<file path="src/rtl/sint_window_minmax_pkg.sv">
// Shared types and helpers for the windowed signed min/max reducer.
package sint_window_minmax_pkg;

    typedef enum logic {
        ST_ACCUM = 1'b0,
        ST_HOLD  = 1'b1
    } state_e;

    // Width of a sample, widened only for the shared signed compare.
    localparam int unsigned SLT_W = 32;

    // Ceiling log2, floored at 1 so an index port is never zero-width.
    function automatic int unsigned idx_w(input int unsigned n);
        int unsigned w;
        w = 0;
        for (int unsigned i = 0; i < 32; i++) begin
            if ((64'(1) << i) < 64'(n)) begin
                w = i + 1;
            end
        end
        return (w == 0) ? 1 : w;
    endfunction

    // Signed less-than, same semantics as the downstream slt compare stage.
    function automatic logic slt(input logic signed [SLT_W-1:0] a,
                                 input logic signed [SLT_W-1:0] b);
        return a < b;
    endfunction

endpackage

</file>
<file path="src/rtl/sint_window_minmax_if.sv">
// Sample-in / result-out handshake bundle for sint_window_minmax.
interface sint_window_minmax_if
    import sint_window_minmax_pkg::*;
#(
    parameter int unsigned WIDTH  = 3,
    parameter int unsigned WINDOW = 4
) ();

    localparam int unsigned IDXW = idx_w(WINDOW);

    logic [WIDTH-1:0] I;
    logic             I_valid;
    logic             I_ready;
    logic [WIDTH-1:0] MIN;
    logic [WIDTH-1:0] MAX;
    logic [IDXW-1:0]  MIN_IDX;
    logic [IDXW-1:0]  MAX_IDX;
    logic             O_valid;
    logic             O_ready;

    modport slave (
        input  I, I_valid, O_ready,
        output I_ready, MIN, MAX, MIN_IDX, MAX_IDX, O_valid
    );

    modport master (
        output I, I_valid, O_ready,
        input  I_ready, MIN, MAX, MIN_IDX, MAX_IDX, O_valid
    );

endinterface

</file>
<file path="src/rtl/sint_minmax_update.sv">
// Running min/max step: folds one sample into the current extremes.
module sint_minmax_update
    import sint_window_minmax_pkg::*;
#(
    parameter int unsigned WIDTH = 3,
    parameter int unsigned IDXW  = 2
) (
    input  logic signed [WIDTH-1:0] sample_i,
    input  logic signed [WIDTH-1:0] run_min_i,
    input  logic signed [WIDTH-1:0] run_max_i,
    input  logic        [IDXW-1:0]  min_idx_i,
    input  logic        [IDXW-1:0]  max_idx_i,
    input  logic        [IDXW-1:0]  k_i,
    input  logic                    first_i,
    output logic signed [WIDTH-1:0] min_o,
    output logic signed [WIDTH-1:0] max_o,
    output logic        [IDXW-1:0]  min_idx_o,
    output logic        [IDXW-1:0]  max_idx_o
);

    // Strict compares so a tie keeps the earlier index.
    always_comb begin
        min_o     = run_min_i;
        max_o     = run_max_i;
        min_idx_o = min_idx_i;
        max_idx_o = max_idx_i;
        if (first_i) begin
            min_o     = sample_i;
            max_o     = sample_i;
            min_idx_o = '0;
            max_idx_o = '0;
        end else begin
            if (slt(SLT_W'(sample_i), SLT_W'(run_min_i))) begin
                min_o     = sample_i;
                min_idx_o = k_i;
            end
            if (slt(SLT_W'(run_max_i), SLT_W'(sample_i))) begin
                max_o     = sample_i;
                max_idx_o = k_i;
            end
        end
    end

endmodule

</file>
<file path="src/rtl/sint_window_minmax.sv">
// Windowed signed min/max reducer: WINDOW accepted samples -> one result.
module sint_window_minmax
    import sint_window_minmax_pkg::*;
#(
    parameter int unsigned WIDTH  = 3,
    parameter int unsigned WINDOW = 4
) (
    input  logic                CLK,
    input  logic                RESET,
    sint_window_minmax_if.slave bus
);

    localparam int unsigned     IDXW   = idx_w(WINDOW);
    localparam logic [IDXW-1:0] LAST_K = IDXW'(WINDOW - 1);

    state_e                  state_q, state_d;
    logic       [IDXW-1:0]   count_q, count_d;
    logic signed [WIDTH-1:0] run_min_q, run_min_d;
    logic signed [WIDTH-1:0] run_max_q, run_max_d;
    logic       [IDXW-1:0]   run_min_idx_q, run_min_idx_d;
    logic       [IDXW-1:0]   run_max_idx_q, run_max_idx_d;
    logic       [WIDTH-1:0]  min_q, min_d;
    logic       [WIDTH-1:0]  max_q, max_d;
    logic       [IDXW-1:0]   min_idx_q, min_idx_d;
    logic       [IDXW-1:0]   max_idx_q, max_idx_d;

    logic signed [WIDTH-1:0] upd_min, upd_max;
    logic       [IDXW-1:0]   upd_min_idx, upd_max_idx;
    logic                    accept;

    assign accept = bus.I_valid && (state_q == ST_ACCUM);

    sint_minmax_update #(
        .WIDTH (WIDTH),
        .IDXW  (IDXW)
    ) u_update (
        .sample_i  ($signed(bus.I)),
        .run_min_i (run_min_q),
        .run_max_i (run_max_q),
        .min_idx_i (run_min_idx_q),
        .max_idx_i (run_max_idx_q),
        .k_i       (count_q),
        .first_i   (count_q == '0),
        .min_o     (upd_min),
        .max_o     (upd_max),
        .min_idx_o (upd_min_idx),
        .max_idx_o (upd_max_idx)
    );

    // State register.
    always_ff @(posedge CLK) begin
        if (RESET) begin
            state_q <= ST_ACCUM;
        end else begin
            state_q <= state_d;
        end
    end

    // Next state, window counter and running/result register updates.
    always_comb begin
        state_d       = state_q;
        count_d       = count_q;
        run_min_d     = run_min_q;
        run_max_d     = run_max_q;
        run_min_idx_d = run_min_idx_q;
        run_max_idx_d = run_max_idx_q;
        min_d         = min_q;
        max_d         = max_q;
        min_idx_d     = min_idx_q;
        max_idx_d     = max_idx_q;
        case (state_q)
            ST_ACCUM: begin
                if (accept) begin
                    run_min_d     = upd_min;
                    run_max_d     = upd_max;
                    run_min_idx_d = upd_min_idx;
                    run_max_idx_d = upd_max_idx;
                    if (count_q == LAST_K) begin
                        min_d     = upd_min;
                        max_d     = upd_max;
                        min_idx_d = upd_min_idx;
                        max_idx_d = upd_max_idx;
                        count_d   = '0;
                        state_d   = ST_HOLD;
                    end else begin
                        count_d = count_q + IDXW'(1);
                    end
                end
            end
            ST_HOLD: begin
                if (bus.O_ready) begin
                    state_d = ST_ACCUM;
                end
            end
            default: begin
                state_d = ST_ACCUM;
            end
        endcase
    end

    // Datapath registers; reset drops any partial window or pending result.
    always_ff @(posedge CLK) begin
        if (RESET) begin
            count_q       <= '0;
            run_min_q     <= '0;
            run_max_q     <= '0;
            run_min_idx_q <= '0;
            run_max_idx_q <= '0;
            min_q         <= '0;
            max_q         <= '0;
            min_idx_q     <= '0;
            max_idx_q     <= '0;
        end else begin
            count_q       <= count_d;
            run_min_q     <= run_min_d;
            run_max_q     <= run_max_d;
            run_min_idx_q <= run_min_idx_d;
            run_max_idx_q <= run_max_idx_d;
            min_q         <= min_d;
            max_q         <= max_d;
            min_idx_q     <= min_idx_d;
            max_idx_q     <= max_idx_d;
        end
    end

    assign bus.I_ready = (state_q == ST_ACCUM);
    assign bus.O_valid = (state_q == ST_HOLD);
    assign bus.MIN     = min_q;
    assign bus.MAX     = max_q;
    assign bus.MIN_IDX = min_idx_q;
    assign bus.MAX_IDX = max_idx_q;

endmodule
</file>
<file path="src/flat_wrapper.sv">
// flat-port wrapper written by rule: the top's interface ports become plain ports
module sint_window_minmax_flat import sint_window_minmax_pkg::*;
#(
    parameter int unsigned WIDTH  = 3,
    parameter int unsigned WINDOW = 4
)
  (CLK, RESET, bus_I, bus_I_valid, bus_O_ready, bus_I_ready, bus_MIN, bus_MAX, bus_MIN_IDX, bus_MAX_IDX, bus_O_valid);
  sint_window_minmax_if #(.WIDTH(WIDTH), .WINDOW(WINDOW)) bus_i ();
  input  logic CLK;
  input  logic RESET;
  input wire logic [$bits(bus_i.I)-1:0] bus_I;
  input wire logic [$bits(bus_i.I_valid)-1:0] bus_I_valid;
  input wire logic [$bits(bus_i.O_ready)-1:0] bus_O_ready;
  output wire logic [$bits(bus_i.I_ready)-1:0] bus_I_ready;
  output wire logic [$bits(bus_i.MIN)-1:0] bus_MIN;
  output wire logic [$bits(bus_i.MAX)-1:0] bus_MAX;
  output wire logic [$bits(bus_i.MIN_IDX)-1:0] bus_MIN_IDX;
  output wire logic [$bits(bus_i.MAX_IDX)-1:0] bus_MAX_IDX;
  output wire logic [$bits(bus_i.O_valid)-1:0] bus_O_valid;
  assign bus_i.I = bus_I;
  assign bus_i.I_valid = bus_I_valid;
  assign bus_i.O_ready = bus_O_ready;
  assign bus_I_ready = bus_i.I_ready;
  assign bus_MIN = bus_i.MIN;
  assign bus_MAX = bus_i.MAX;
  assign bus_MIN_IDX = bus_i.MIN_IDX;
  assign bus_MAX_IDX = bus_i.MAX_IDX;
  assign bus_O_valid = bus_i.O_valid;
  sint_window_minmax #(.WIDTH(WIDTH), .WINDOW(WINDOW)) u_core (.CLK(CLK), .RESET(RESET), .bus(bus_i));
endmodule
</file>
<file path="config.mk">
export PLATFORM = sky130hd
export DESIGN_NAME = sint_window_minmax_flat
export DESIGN_NICKNAME = d
export VERILOG_FILES = /design/src/rtl/sint_window_minmax_pkg.sv /design/src/rtl/sint_window_minmax_if.sv /design/src/rtl/sint_minmax_update.sv /design/src/rtl/sint_window_minmax.sv /design/src/flat_wrapper.sv
export SDC_FILE = /design/constraint.sdc
export NUM_CORES = 1
export LEC_CHECK = 0
export CORE_UTILIZATION = 32
export DETAILED_ROUTE_END_ITERATION = 10
export GPL_ROUTABILITY_DRIVEN = 0
export RECOVER_POWER = 50
export REMOVE_ABC_BUFFERS = 1
export SYNTH_ARGS = -nofsm -noshare
export SYNTH_HDL_FRONTEND = slang
export SYNTH_HIERARCHICAL = 1
export SYNTH_SLANG_ARGS = --single-unit
</file>
<file path="constraint.sdc">
create_clock -name CLK -period 1.8 [get_ports CLK]
set_clock_uncertainty 0.1 [all_clocks]
set_input_delay 0.54 -clock CLK [delete_from_list [all_inputs] [get_ports CLK]]
set_output_delay 0.54 -clock CLK [all_outputs]
set_load 0.01 [all_outputs]
</file>
==> run metrics, run 1 <==
chip height approximately 63 um; Yosys warnings 6; post-synth cell types 25; total global-route track usage 0.148; fin cells about 230; initial antenna violation count 0; Slew headroom 0.702; TritonRoute pass-1 iters 4; fillcell total between 300 and 400; TritonCTS buffer count 3; placed cell area 0.00149 mm2; gr ovfl total 0; Clock Pin Slew Worst Setup and Hold Paths roughly 0.12 ns; placed cells between 200 and 250; H-tree depth 1; EDFF count, synth 0; CP cell instances buf_2, inv_2, ha_4, nor2b_1, a311o_1, mux2_4, nand2_1, a21oi_1; hold-fix buffers at CTS 0; RSZ-0062 raised after global routing true; total of max-cap violations 0; synthesized instance count around 150; die area around 0.0039 mm2; chip width 62.6 um; CP startpoint kind primary input; Site Rows 21; Tcrit/Tclk final 0.980; setup violators final 0; Detailed Route Iter0 Violations 21; CP max-delay cell a311o_1; first-pass GRT wire length roughly 4600 um; status finished clean; core area between 0.003 and 0.004 mm2; Syn Std Cell Area ~0.0012 mm2; commonest cells after routing, fill and taps aside nand2_1 (42), a21oi_1 (22), dfxtp_1 (21); PwrDens about 650 mW/mm2; R2R setup slack roughly 0.070 ns; post-synthesis average cell area around 8 um2; Worst path top cell family by delay compound AO/OA/AOI/OAI gates; Yosys reg bits 23; antenna cells 0; Final #Nets approximately 200; WP data arrival about 1.9 ns; Initial Utilization 0.344; prevailing post-synth register cell dfxtp_1; top achievable clock speed between 500 and 600 MHz; crit path kind in2reg; drt total wl between 2000 and 3000 um; Layout area overhead 36.2%; PortBufs 18; Buf/Inv on CP 2; DP HPWL around 2000 um; final worst slack ~0.037 ns; Slowest Stage Delay on Critical Path between 0.3 and 0.4 ns; Req. time, crit path between 1.5 and 2 ns; commonest non-fill, non-tap cell in the layout nand2_1; Slew Limit Fails 0; DR DRC count 0; Routed Antenna Nets 0; clock sink count 23; Worst Hold Class reg2reg; Worst Path Max Fanout 4; vias in the first global route 1117; Final Core Density 0.468; clock tree buffer depth 2; detailed-route via count approximately 1100; layout cells sized above 1 0.247; worst skew pair latency approximately 0.30 ns; Leak approximately 0.67 nW; pin count of the biggest net entering global routing 24; post-synthesis sequential area ratio 0.392; CTS tree done; number of I/O pins 19; Clock Tree Root clkbuf_4; Period minus WS final around 1.8 ns; worst vdd ir between 0.0004 and 0.0005 V; Least-Margin Pin Slew roughly 0.45 ns; Placement Setup Slack -0.771 ns; asr flop ratio synth 0; Final Hold Viols 0; final instance area approximately 0.0016 mm2; setup tns final 0 ns; CP Capture Type register; DR vias/cell between 4 and 5; routed length per placed instance ~12 um
-- cells in the mapped netlist, types with 2 or more instances --
master / instances / share of area
mux2_1: 3 / 0.029
nor2b_1: 2 / 0.011
nand2_1: 42 / 0.13
inv_1: 9 / 0.029
mux2i_1: 8 / 0.068
clkbuf_1: 3 / 0.0096
nor2_1: 3 / 0.0096
nand2b_1: 8 / 0.043
nor3_1: 4 / 0.017
dfxtp_1: 23 / 0.39
buf_4: 2 / 0.013
a21oi_1: 24 / 0.10
ha_1: 6 / 0.064
-- per-stage QoR --
| step | hold slack (ns) | total power [mW] |
|---|---|---|
| 2_1_floorplan | 0.330 | 0.676 |
| 3_3_place_gp | 0.344 | 0.762 |
| 3_5_place_dp | 0.348 | 0.772 |
| 4_1_cts | 0.363 | 1.04 |
| 5_1_grt | 0.384 | 1.10 |
| 6_report | 0.357 | 1.04 |
-- power by group --
part           total [mW]  switching (mW)  internal (mW)
sequential          0.536          0.0109          0.526
clock               0.233           0.147         0.0864
combinational       0.267           0.127          0.139
total                1.04           0.285          0.751
-- what timing repair did --
| action | 4_1_cts | 5_1_grt |
|---|---|---|
| cloned | 0 | 0 |
| pin swaps | 7 | 3 |
| gates resized for setup | 37 | 7 |
| buffers inserted | 1 | 1 |
| endpoints found under the setup margin | 32 | 9 |
-- layer usage --
layer | global-route usage | part of all wire
met4 | 0.0698 | 0.0055
met3 | 0.0164 | 0.023
met5 | 0 | 0
met2 | 0.272 | 0.52
met1 | 0.168 | 0.45
-- area by class of cell --
cell class                      instances  area, um2  area share
Clock buffer                            4       26.3      0.0164
Inverter                                9       33.8      0.0211
Multi-Input combinational cell        110        727       0.454
Sequential cell                        23        463       0.289
Tap cell                               46       57.6      0.0360
Timing Repair Buffer                   36        293       0.183
-- final timing paths --
check / start / endpoint / depth (start not counted)
worst max-delay path: bus_I[2] / u_core/run_max_q[1] / 8
worst min-delay path: u_core/bus.MAX_IDX[0] / u_core/bus.MAX_IDX[0] / 2
worst max register to register: u_core/run_min_q[2] / u_core/run_min_q[0] / 7
worst min register to register: u_core/bus.MAX_IDX[0] / u_core/bus.MAX_IDX[0] / 2
-- worst min-delay path: stages (launching register included) --
cell	delay (ns)
dfxtp_1	0.33
nand2_1	0.05
a21oi_1	0.05
-- sequential cells by signal (all words and copies together), names as in the netlist --
register,flops
u_core/bus.MAX,3
u_core/bus.MAX_IDX,2
u_core/bus.MIN,3
u_core/bus.MIN_IDX,2
u_core/bus.O_valid,1
u_core/count_q,2
u_core/run_max_idx_q,2
u_core/run_max_q,3
u_core/run_min_idx_q,2
u_core/run_min_q,3
-- cell families (layout without fill, tap and decap cells) --
kind of cell               count (synthesis)  in the layout  synth area share
and+or+nand+nor                           63             63             0.241
adders and majority gates                  6              6            0.0639
AOI/OAI and AO/OA                         30             30             0.142
muxes                                     11             11            0.0969
buffers and inverters                     16             49            0.0650
DFF                                       23             23             0.392
(Power assumes the default switching activity.)
==> run 2, diff against run 1 <==
- CTS_BUF_LIST: default -> sky130_fd_sc_hd__clkbuf_16
==> run 2 against run 1 <==
  * Final cell count increased by 0.44%
  * Core utilization increased by 2.8 points
  * Clock power increased by 100%
  * Critical path type is now reg2out
  * Maximum frequency decreased by 0.31%
  * Global-route usage increased by 0.15 points
  * Via count increased by 1.1%
  * Register-to-register slack got worse by 0.02 ns
  * Highest routed layer unchanged
==> run metrics, run 2 (synthesized netlist as in run 1, its figures left out) <==
CTS tree done; Layout area overhead 44.3%; final instance area 0.00170 mm2; chip width 62.6 um; Int Power around 970 uW; Period minus WS final about 1.8 ns; total power ~1.3 mW; CP max-delay cell clkdlybuf4s50_1; status finished clean; Worst Hold Class reg2reg; Req. time, crit path between 1 and 1.5 ns; top achievable clock speed between 500 and 600 MHz; clock tree buffer depth 2; Detailed Route Iter0 Violations 15; commonest cells after routing, fill and taps aside nand2_1 (42), dfxtp_1 (22), a21oi_1 (21); fin cells 229; clock share of power 0.365; setup violators final 0; PwrDens about 760 mW/mm2; H-tree depth 1; pin count of the biggest net entering global routing 24; Tcrit/Tclk final 0.983; worst r2r src u_core/run_min_q[2]; Site Rows 21; antenna cells 0; RSZ-0062 raised after global routing true; total of max-cap violations 0; placed cells roughly 220; DP HPWL ~2000 um; Seq pwr share 0.416; die area about 0.0039 mm2; Final #Nets just under 200; Final Hold Viols 0; R2R setup slack approximately 0.050 ns; gr ovfl total 0; worst vdd ir 0.000486 V; Worst path top cell family by delay buffers and inverters; HP Start u_core/bus.MAX_IDX[0]; drt total wl approximately 2800 um; CP startpoint kind register; Worst Path Max Fanout 2; chip height roughly 63 um; detailed-route via count 1077; Clock Tree Root clkbuf_16; core area roughly 0.0034 mm2; end of the worst register-to-register path u_core/run_min_q[0]; placed cell area roughly 0.0015 mm2; total global-route track usage 0.149; worst skew pair latency between 0.2 and 0.3 ns; Slowest Stage Delay on Critical Path approximately 0.54 ns; DR DRC count 0; Seq. cell area roughly 460 um2; P_sw around 320 uW; cells on worst reg2reg path 7; multi-input logic area between 700 and 800 um2; vias in the first global route 1120; layout cells sized above 1 0.246; CP Capture Type output port; WP data arrival 1.13 ns; initial antenna violation count 0; Routed Antenna Nets 0; PortBufs 18; Least-Margin Pin Slew ~0.46 ns; Buf/Inv on CP 1; Clock Pin Slew Worst Setup and Hold Paths about 0.060 ns; Slew Limit Fails 0; first-pass GRT wire length 4670 um; CP cell instances clkdlybuf4s50_1; Slew headroom 0.693; DR vias/cell around 4.7; routed length per placed instance ~12 um; switching portion of total power 0.247; Leak approximately 0.66 nW; TritonRoute pass-1 iters 2; Worst Hold Depth 2; hold endpoint u_core/bus.MAX_IDX[0]; number of I/O pins 19; Initial Utilization 0.344; fillcell total ~340; commonest non-fill, non-tap cell in the layout nand2_1; setup tns final 0 ns; clock sink count 23; crit path kind reg2out; Gate power share 0.219; TritonCTS buffer count 3
-- run 2: changes by cell type in the layout (fill, tap and decap cells not counted), moves of 2 or more --
cell             before  now
buf_2                 2    0
buf_6                 1    3
clkbuf_16             0    3
clkbuf_4              3    0
clkdlybuf4s25_1       0    2
clkdlybuf4s50_1       3   10
dlygate4sd2_1        13    3
inv_1                 5    7
-- run 2: final cells by class --
class	instances	share of cell area
repair buffers	37	0.192
inverters	9	0.0199
flip-flops and latches	23	0.272
clock inverters	1	0.00221
well taps	46	0.0339
multi-input cells	110	0.435
clock buffers	3	0.0443
-- run 2: worst reg2reg max path: cells and delay by family (launching register included) --
kind	cells	cell delay [ns]
AO/OA/AOI/OAI	2	0.35
flip-flops	1	0.33
AND/OR/NAND/NOR	2	0.31
multiplexers	1	0.28
adder cells (fa/ha/maj)	1	0.27
buffers and inverters	1	0.05
-- run 2: worst max path at each step --
stage	from	to	depth (start not counted)
after floorplan	bus_I[2]	u_core/run_max_q[0]	7
after global placement	bus_I[2]	u_core/bus.MAX[1]	8
after CTS	bus_I[1]	u_core/run_min_q[0]	8
final	u_core/bus.MAX[1]	bus_MAX[1]	1
after detailed placement	bus_I[2]	u_core/run_max_q[1]	8
after global routing	u_core/run_min_q[2]	u_core/run_min_q[0]	7
-- run 2: layer usage --
| layer | part of all wire | vias to the layer above | GRT usage | wire length [um] |
|---|---|---|---|---|
| met5 | 0 | - | 0 | 0 |
| met4 | 0.012 | 0 | 0.0523 | 33 |
| met3 | 0.026 | 5 | 0.0274 | 73 |
| met2 | 0.51 | 13 | 0.272 | 1420 |
| met1 | 0.45 | 501 | 0.172 | 1260 |
| li1 | - | 558 | - | - |
-- run 2: through the flow --
step                      hold slack [ns]  utilization  worst slack (ns)
after floorplan                     0.330            -            -0.124
after global placement              0.344        0.436            -0.707
after detailed placement            0.348        0.436            -0.771
after CTS                           0.357        0.485          -0.00328
after global routing                0.377        0.496           -0.0100
final                               0.353        0.496            0.0314
-- run 2: power by group through the flow --
stage	Clock (mW)	Sequential, mW	Combinational (mW)
after floorplan	0	0.547	0.129
after global placement	0	0.546	0.217
after detailed placement	0	0.547	0.225
after CTS	0.480	0.536	0.265
after global routing	0.505	0.538	0.307
final	0.470	0.537	0.282
-- run 2: what timing repair did --
action,in CTS,in global routing
buffers inserted,2,1
pin swaps,7,6
resized for setup,27,13
endpoints found under the setup margin,22,16
hold buffers,0,0
==> run 3, diff against run 2 <==
- CAP_MARGIN: default -> 20
==> results of run 3 <==
Final layout, timing and power as in run 2 (identical DEF).
